<file path="src/rtl/sha256_block_sequencer.sv">
// Feeds 16-word message blocks into a SHA-256 core, chains blocks, then
// reads the 8-word digest back and streams it out over a valid/ready port.
module sha256_block_sequencer (
  input  logic        clk,
  input  logic        rst,
  input  logic        start,
  input  logic [3:0]  num_blocks,
  input  logic [31:0] in_word,
  input  logic        in_valid,
  output logic        in_ready,
  output logic [2:0]  core_cmd,
  output logic        core_cmd_w,
  output logic [31:0] core_text,
  output logic        core_text_we,
  input  logic        core_busy,
  input  logic [31:0] core_text_o,
  output logic [31:0] out_word,
  output logic        out_valid,
  input  logic        out_ready,
  output logic        out_last,
  output logic        busy,
  output logic        done,
  output logic        err
);

  localparam logic [2:0] S_IDLE  = 3'd0;
  localparam logic [2:0] S_CMD   = 3'd1;
  localparam logic [2:0] S_LOAD  = 3'd2;
  localparam logic [2:0] S_GUARD = 3'd3;
  localparam logic [2:0] S_WAIT  = 3'd4;
  localparam logic [2:0] S_READ  = 3'd5;
  localparam logic [2:0] S_OUT   = 3'd6;

  localparam logic [2:0] CMD_FIRST = 3'b010;
  localparam logic [2:0] CMD_CONT  = 3'b110;
  localparam logic [2:0] CMD_READ  = 3'b001;

  logic [2:0]       state;
  logic [3:0]       blk_cnt, blk_idx, word_idx, rd_cnt;
  logic [2:0]       out_idx;
  logic [7:0][31:0] digest;
  logic             done_q, err_q;

  always_ff @(posedge clk) begin
    if (rst) begin
      state    <= S_IDLE;
      blk_cnt  <= '0;
      blk_idx  <= '0;
      word_idx <= '0;
      rd_cnt   <= '0;
      out_idx  <= '0;
      digest   <= '0;
      done_q   <= 1'b0;
      err_q    <= 1'b0;
    end else begin
      done_q <= 1'b0;
      err_q  <= 1'b0;
      case (state)
        S_IDLE: if (start) begin
          if (num_blocks != 4'd0) begin
            blk_cnt  <= num_blocks;
            blk_idx  <= '0;
            word_idx <= '0;
            state    <= S_CMD;
          end else begin
            err_q <= 1'b1;
          end
        end
        S_CMD:   state <= S_LOAD;
        S_LOAD: if (in_valid) begin
          word_idx <= word_idx + 4'd1;
          if (word_idx == 4'd15) state <= S_GUARD;
        end
        // The core may raise busy a cycle after the last word; skip that cycle.
        S_GUARD: state <= S_WAIT;
        S_WAIT: if (!core_busy) begin
          blk_idx <= blk_idx + 4'd1;
          if ({1'b0, blk_idx} + 5'd1 < {1'b0, blk_cnt}) begin
            state <= S_CMD;
          end else begin
            rd_cnt <= '0;
            state  <= S_READ;
          end
        end
        // rd_cnt 0 issues the read command; 1..8 capture digest words 0..7.
        S_READ: begin
          rd_cnt <= rd_cnt + 4'd1;
          if (rd_cnt != 4'd0) digest[rd_cnt[2:0] - 3'd1] <= core_text_o;
          if (rd_cnt == 4'd8) begin
            out_idx <= '0;
            state   <= S_OUT;
          end
        end
        S_OUT: if (out_ready) begin
          out_idx <= out_idx + 3'd1;
          if (out_idx == 3'd7) begin
            done_q <= 1'b1;
            state  <= S_IDLE;
          end
        end
        default: state <= S_IDLE;
      endcase
    end
  end

  // Outputs are forced low while rst is held so nothing leaks out of a
  // state that is about to be discarded.
  always_comb begin
    in_ready     = 1'b0;
    core_cmd     = 3'b000;
    core_cmd_w   = 1'b0;
    core_text    = 32'h0;
    core_text_we = 1'b0;
    out_word     = 32'h0;
    out_valid    = 1'b0;
    out_last     = 1'b0;
    busy         = 1'b0;
    if (!rst) begin
      busy = (state != S_IDLE);
      case (state)
        S_CMD: begin
          core_cmd_w = 1'b1;
          core_cmd   = (blk_idx == 4'd0) ? CMD_FIRST : CMD_CONT;
        end
        S_LOAD: begin
          in_ready = 1'b1;
          if (in_valid) begin
            core_text_we = 1'b1;
            core_text    = in_word;
          end
        end
        S_READ: if (rd_cnt == 4'd0) begin
          core_cmd_w = 1'b1;
          core_cmd   = CMD_READ;
        end
        S_OUT: begin
          out_valid = 1'b1;
          out_word  = digest[out_idx];
          out_last  = (out_idx == 3'd7);
        end
        default: ;
      endcase
    end
  end

  assign done = done_q & ~rst;
  assign err  = err_q & ~rst;

endmodule

</file>
<file path="config.mk">
export PLATFORM = sky130hd
export DESIGN_NAME = sha256_block_sequencer
export DESIGN_NICKNAME = d
export VERILOG_FILES = /design/src/rtl/sha256_block_sequencer.sv
export SDC_FILE = /design/constraint.sdc
export NUM_CORES = 1
export LEC_CHECK = 0
export ABC_CLOCK_PERIOD_IN_PS = 5720
export BUFFER_PORTS_ARGS = -buffer_cell sky130_fd_sc_hd__buf_4
export CAP_MARGIN = 20
export CORE_MARGIN = 3
export CORE_UTILIZATION = 45
export DETAILED_ROUTE_END_ITERATION = 10
export PLACE_DENSITY = 0.66
export RECOVER_POWER = 100
export SETUP_SLACK_MARGIN = 0.3
export SLEW_MARGIN = 20
export SYNTH_ARGS = -nofsm -noshare
export SYNTH_HDL_FRONTEND = slang
export SYNTH_SLANG_ARGS = --single-unit
</file>
<file path="constraint.sdc">
create_clock -name clk -period 5.72 [get_ports clk]
set_input_delay 0.572 -clock clk [delete_from_list [all_inputs] [get_ports clk]]
set_output_delay 0.572 -clock clk [all_outputs]
set_load 0.005 [all_outputs]
</file>
== After elaboration in Yosys (flattened, before gate mapping) ==
Cells that the tools add are included.

* $add $sub $neg: 6
* Multiply operators: 0
* Divide/modulo/power cells: 0
* Order comparisons: 4
* Eq/ne operators: 18
* Shift operators: 0
* Mux-type cells: 51
* Bitwise logic cells: 7
* Reduce and logical (&&, ||, !) cells: 20

{| class="wikitable"
|+ Operators by type and width
! operator !! number
|-
| $bwmux 256 || 1
|-
| $mux 32 || 7
|-
| $bmux 32 s3 || 1
|-
| $demux 32 s3 || 1
|-
| $mux 3 || 13
|-
| $mux 4 || 6
|-
| $pmux 4 s2 || 3
|-
| $pmux 3 s7 || 1
|-
| $ne 2x2->1 const B || 9
|-
| $mux 1 || 15
|-
| $add 4x1->4 const B || 3
|-
| $eq 3x3->1 const B || 4
|-
| $pmux 3 s2 || 2
|-
| $reduce_and 3->1 || 3
|-
| $eq 4x4->1 const B || 2
|-
| $logic_not 4->1 || 2
|-
| $lt 3x4->1 const B || 2
|-
| $reduce_and 4->1 || 2
|-
| $reduce_and 8->1 || 1
|-
| $reduce_bool 2->1 || 4
|-
| $reduce_bool 4->1 || 2
|-
| $eq 3x2->1 const B || 2
|-
| $reduce_or 3->1 || 2
|-
| $add 4x1->5 const B || 1
|-
| 12 further kinds || 17
|}

* Bits in registers: 280
* Latch bits: 0
* RAM bits: 0
* Bits in read-only memories: 0
* Input port bits: 74
* Output and inout bits: 75
* Word-level logic and storage cells: 122
* Memories: 0

== Logic depth before layout (Yosys ltp) ==
* Depth after elaboration: 6
* Gate-level depth with buffers: 9

== Worst setup path after synthesis ==
No wires, ideal clock.

* Path kind: register -> output
* Start point: register out_idx[0]
* End point: output out_word[14]
* Data arrival time: 1.517 ns
* Setup slack: 3.631 ns
* Stages on the path, launching flop included: 6
* Buffers on the path: 2
* Cells stage by stage: dfxtp_1 -> buf_4 -> buf_2 -> mux4_2 -> mux2i_1 -> nor2_1

* Word-level cells in the longest chain between the ends: 4

{| class="wikitable"
|+ Ends and longest elaborated chain
! what !! RTL line !! text
|-
| start, declared || 40 || <nowiki>logic [2:0] out_idx;</nowiki>
|-
| start signal, assigned || 95 || <nowiki>out_idx <= out_idx + 3'd1;</nowiki>
|-
| $bmux 32 s3 || 138 || <nowiki>out_word = digest[out_idx];</nowiki>
|-
| $mux 32 (implied by the code) || 138 ||
|-
| $mux 32 || 120 || <nowiki>case (state)</nowiki>
|-
| $mux 32 || 118 || <nowiki>if (!rst) begin</nowiki>
|-
| end, declared || 17 || <nowiki>output logic [31:0] out_word,</nowiki>
|}

No other way between the ends. The select of a mux whose other input is x is not followed.

== Worst setup path after layout ==
* Start point: input rst
* End point: output out_last

* Word-level cells in the longest chain between the ends: 1

{| class="wikitable"
|+ Ends and longest elaborated chain
! what !! RTL line !! text
|-
| start, declared || 5 || <nowiki>input logic rst,</nowiki>
|-
| $mux 1 || 118 ||
|-
| end, declared || 20 || <nowiki>output logic out_last,</nowiki>
|}

No other way between the ends.

==> metrics list <==
- Outcome: finished with violations
* Violations in the final reports: capacitance limit, slew limit
* Post-cts sizing count: 0
* Library cell used as clock root buffer: clkbuf_16
* Flip-flop cell with the highest count after synthesis: dfxtp_1
- The initial antenna violation count was 2.
- In the finished design, the share of the clock period the worst path needs comes to 0.7765.
- Power after layout: 0.004123 W
* Top-level port count: 149
* Capture point of the worst reg-to-reg path: digest[169]$_SDFFE_PP0P_
- The area growth from synthesis to layout is 12.36%.
- After detailed routing, the total wire length is 38740 um.
* Final design area excluding fillers: 15300 um2
* Most crowded layer after global routing: met2
- Adding up every negative setup slack in the final design gives 0 ns.
* GRT Total Usage: 0.2281
- For this design, the sink count on the clock tree is 280.
- The setup path with the least slack is of type in2out.
- Biggest cell delay along the critical path: 1.85 ns
- After detailed routing, the average wire length per cell comes to 19.65 um.
* Total of warnings raised by yosys: 0
* H-tree Lvls: 1
- The final max-slew violation count was 757.
- Cell area after synthesis: 13620 um2
* Remaining antenna violation count after routing: 0
- TritonCTS built the clock tree.
* Critical-path cell list: clkbuf_2 > nor2_1 > nand3_2 > inv_1 > and2_1 > clkbuf_4
- The first TritonRoute pass finished after 7 iterations.
- Summed over all layers, the global routing overflow is 0.
- Crit path capture type: output port
- The die is 179.9 um wide.
* Post-layout worst setup margin: 1.278 ns
- Met2 Track Usage GR: 0.3699
* Final Util: 0.5148
- Maximum VDD drop: 0.0002584 V
- Clock tree synthesis inserted a total of 30 buffers.
- Together, buffers and inverters on the worst path number 3.
- Port bufs: 148
* Slowest library cell on the worst path: clkbuf_2
- Floorplan row count: 63
- Drt first-iter violations: 1237
* Sequential area share after synthesis: 0.4117
- Summing over every cut layer, the via total after detailed routing is 12037.
- In this run the tightest slew margin relative to its limit is -0.8012.
- The clock passes through at most 3 buffers.
- Setup repair bufs after CTS: 0
* Transition at the pin with the smallest max-transition slack: 2.702 ns
- The synthesized design contains 0 enable-type register cells.
- Avg Inst Size Synth: 8.689 um2
- Share of async-settable or async-resettable flops after synthesis: 0
- Nets@finish: 1647
* Max-capacitance violation count: 10
- Placed Instance Area: 14390 um2
- The die covers 32380 um2.
- Min Clock Period, post-route: 4.442 ns
* CP Max Fanout: 122
- Total of hold buffers inserted after clock tree synthesis: 0
- Count of mapped cells out of synthesis: 1567
- The number of hold-slack violations in the final timing report came to 0.
- Before CTS, the worst setup slack after placement is 2.471 ns.
- For this configuration, the core starts out at a cell density of 0.4582.
- Entering global routing, the biggest net connects 123 pins.
- Hold depth: 2
- Endpoints failing setup: 0
- Detailed placement ended at an HPWL of 20750 um.
- Yosys mapped the design onto 56 distinct sky130hd cell types.
- Startpoint of the lowest-slack register-to-register path: rd_cnt[0]$_SDFFE_PP0P_
* Total nets after synthesis: 1652
- Element type at the critical path start: input pin
- Timing would allow up to 225.1 MHz.
* Number of remaining DRC errors: 0
* Setup slack, reg-to-reg: 1.32 ns
- Of the cells placed in the final design, the portion with a size suffix greater than 1 is 0.1784.
* Post-CTS clock slew at the launch and capture registers of the worst setup and hold paths: 0.05 ns
- The clock arrives with 0.01338 ns of skew.
- Crit path max-delay family: buffers and inverters
- Startpoint of the most critical hold path: out_ready
* Global-route wire length before repair: 63050 um
* Y dimension of the die: 179.9 um
* Unrepaired setup endpoints after global routing: no
- Power density of the placed cells: 269.5 nW/um2
- Required time at the endpoint of the critical path: 5.15 ns
* P_leak: 4.856 nW
- Vias in the first global route: 11788
- Dividing the detail-routed via count by the number of cells gives 6.104.
- Final RePlAce weighted congestion: 0.7896
- For this run, global-route usage on met1 was measured as 0.3226.
- For the worst flop-to-flop path, the logic depth is 7.
* Core outline area: 29720 um2
- Data on the critical path arrives at its endpoint at 3.87 ns.
* Total of flip-flops plus latches after synthesis: 280
* Endpoint with the worst hold slack: done_q$_SDFF_PP0_
- Met3 track demand over resource in global routing: 0.03399
* Latest clock arrival within the worst-skew pair: 0.55 ns
* Hold crit path type: in2reg
-- placed cells by master (no fill, tap or decap), types with 4 or more instances in the layout --
cell | synthesis | layout
a211oi_1 | 6 | 6
a21oi_1 | 266 | 266
a22oi_1 | 7 | 7
and2_0 | 0 | 22
and2_1 | 35 | 12
buf_4 | 6 | 104
clkbuf_1 | 96 | 13
clkbuf_16 | 0 | 31
clkbuf_2 | 12 | 6
clkbuf_4 | 0 | 50
clkbuf_8 | 0 | 8
dfxtp_1 | 280 | 277
ha_1 | 11 | 11
inv_1 | 12 | 12
mux2i_1 | 35 | 35
mux4_2 | 64 | 64
nand2_1 | 11 | 10
nand2b_1 | 4 | 4
nand3_1 | 259 | 259
nor2_1 | 49 | 49
o21ai_0 | 238 | 249
o21ai_1 | 29 | 18
xor2_1 | 4 | 4
-- cell families after synthesis --
kind of cell,synth area share
XOR/XNOR,0.003860
AND/OR/NAND/NOR,0.1511
AO/OA/AOI/OAI,0.2116
buffers and inverters,0.07894
flip-flops,0.4117
multiplexers,0.1327
adder cells (fa/ha/maj),0.01011
-- state kept, by name, summed over array words and instances (netlist names) --
register  count
state         3
rd_cnt        4
done_q        1
blk_idx       4
digest      256
word_idx      4
err_q         1
out_idx       3
blk_cnt       4
-- how the worst max path moves through the flow --
stage | from | end | slack, ns | cells after the start
after global routing | rst | out_last | 0.98 | 6
final | rst | out_last | 1.28 | 6
after detailed placement | rst | out_last | 2.47 | 6
after floorplan | out_idx[0]$_SDFFE_PP0P_ | out_word[14] | 3.63 | 5
after global placement | out_idx[0]$_SDFFE_PP0P_ | out_word[29] | 2.54 | 5
after CTS | out_idx[0]$_SDFFE_PP0P_ | out_word[29] | 1.91 | 5
-- final cells by class --
class                      instances  area (um2)
antenna                            1       2.502
clock buffer                      46       912.1
fill                            2744       14420
multi-input combinational       1072        6949
sequential                       280        5614
clock inverter                     5       78.83
timing repair buffer             166        1209
inverter                          12       45.04
tap                              390       488.0
-- worst reg2reg max path: stages (launching register included) --
cell,delay (ns)
dfxtp_1,0.38
inv_1,0.22
ha_1,0.23
or3b_1,0.46
nand3_1,0.74
clkbuf_2,1.62
o21ai_0,0.41
a21oi_1,0.23
-- where the power goes --
part           switching, W  leakage (nW)  internal (W)  total, W
clock              0.000781         0.488       0.00117   0.00196
sequential        0.0000149          2.26       0.00196   0.00197
combinational      0.000126          2.11     0.0000713  0.000197
total              0.000922          4.86       0.00320   0.00412
-- per-stage QoR --
| step | hold slack, ns | std cells |
|---|---|---|
| floorplan | 0.4390 | 1567 |
| global placement | 0.4570 | 1920 |
| detailed placement | 0.4637 | 1920 |
| CTS | 0.2695 | 1971 |
| global route | 0.2948 | 1972 |
| finish | 0.2936 | 1972 |
-- synthesized netlist by cell type (2+ instances only) --
| cell type | number | area (um2) |
|---|---|---|
| nor2_2 | 2 | 12.51 |
| nor3_1 | 2 | 10.01 |
| buf_4 | 6 | 45.04 |
| nand2_1 | 11 | 41.29 |
| buf_6 | 15 | 168.9 |
| mux4_2 | 64 | 1441 |
| or3_1 | 3 | 18.77 |
| and2_1 | 35 | 219.0 |
| xor2_1 | 4 | 35.03 |
| nand3_2 | 2 | 20.02 |
| a211oi_1 | 6 | 45.04 |
| ha_1 | 11 | 137.6 |
| o31ai_1 | 3 | 22.52 |
| o21a_1 | 3 | 22.52 |
| clkbuf_1 | 96 | 360.4 |
| o21ai_0 | 238 | 1191 |
| o311ai_0 | 2 | 17.52 |
| clkbuf_2 | 12 | 60.06 |
| nor2_1 | 49 | 183.9 |
| dfxtp_1 | 280 | 5605 |
| inv_1 | 12 | 45.04 |
| nor3b_1 | 2 | 15.01 |
| or4_1 | 2 | 15.01 |
| or4b_1 | 2 | 20.02 |
| a21oi_1 | 266 | 1331 |
| a22oi_1 | 7 | 52.55 |
| xnor2_1 | 2 | 17.52 |
| nand2b_1 | 4 | 25.02 |
| buf_12 | 3 | 60.06 |
| mux2i_1 | 35 | 350.3 |
| buf_2 | 55 | 275.3 |
| nor3_2 | 2 | 20.02 |
| nand4_1 | 3 | 18.77 |
| nor2b_1 | 3 | 18.77 |
| and3b_1 | 2 | 17.52 |
| o21ai_1 | 29 | 145.1 |
| nand3_1 | 259 | 1296 |
| buf_1 | 16 | 60.06 |
| a31oi_1 | 2 | 12.51 |
-- metal layers --
metal / wire length [um] / up-vias
li1: - / 5655
met1: 17360 / 5892
met2: 18020 / 441
met3: 2669 / 47
met4: 673 / 2
met5: 13 / -
(Power assumes the default switching activity.)
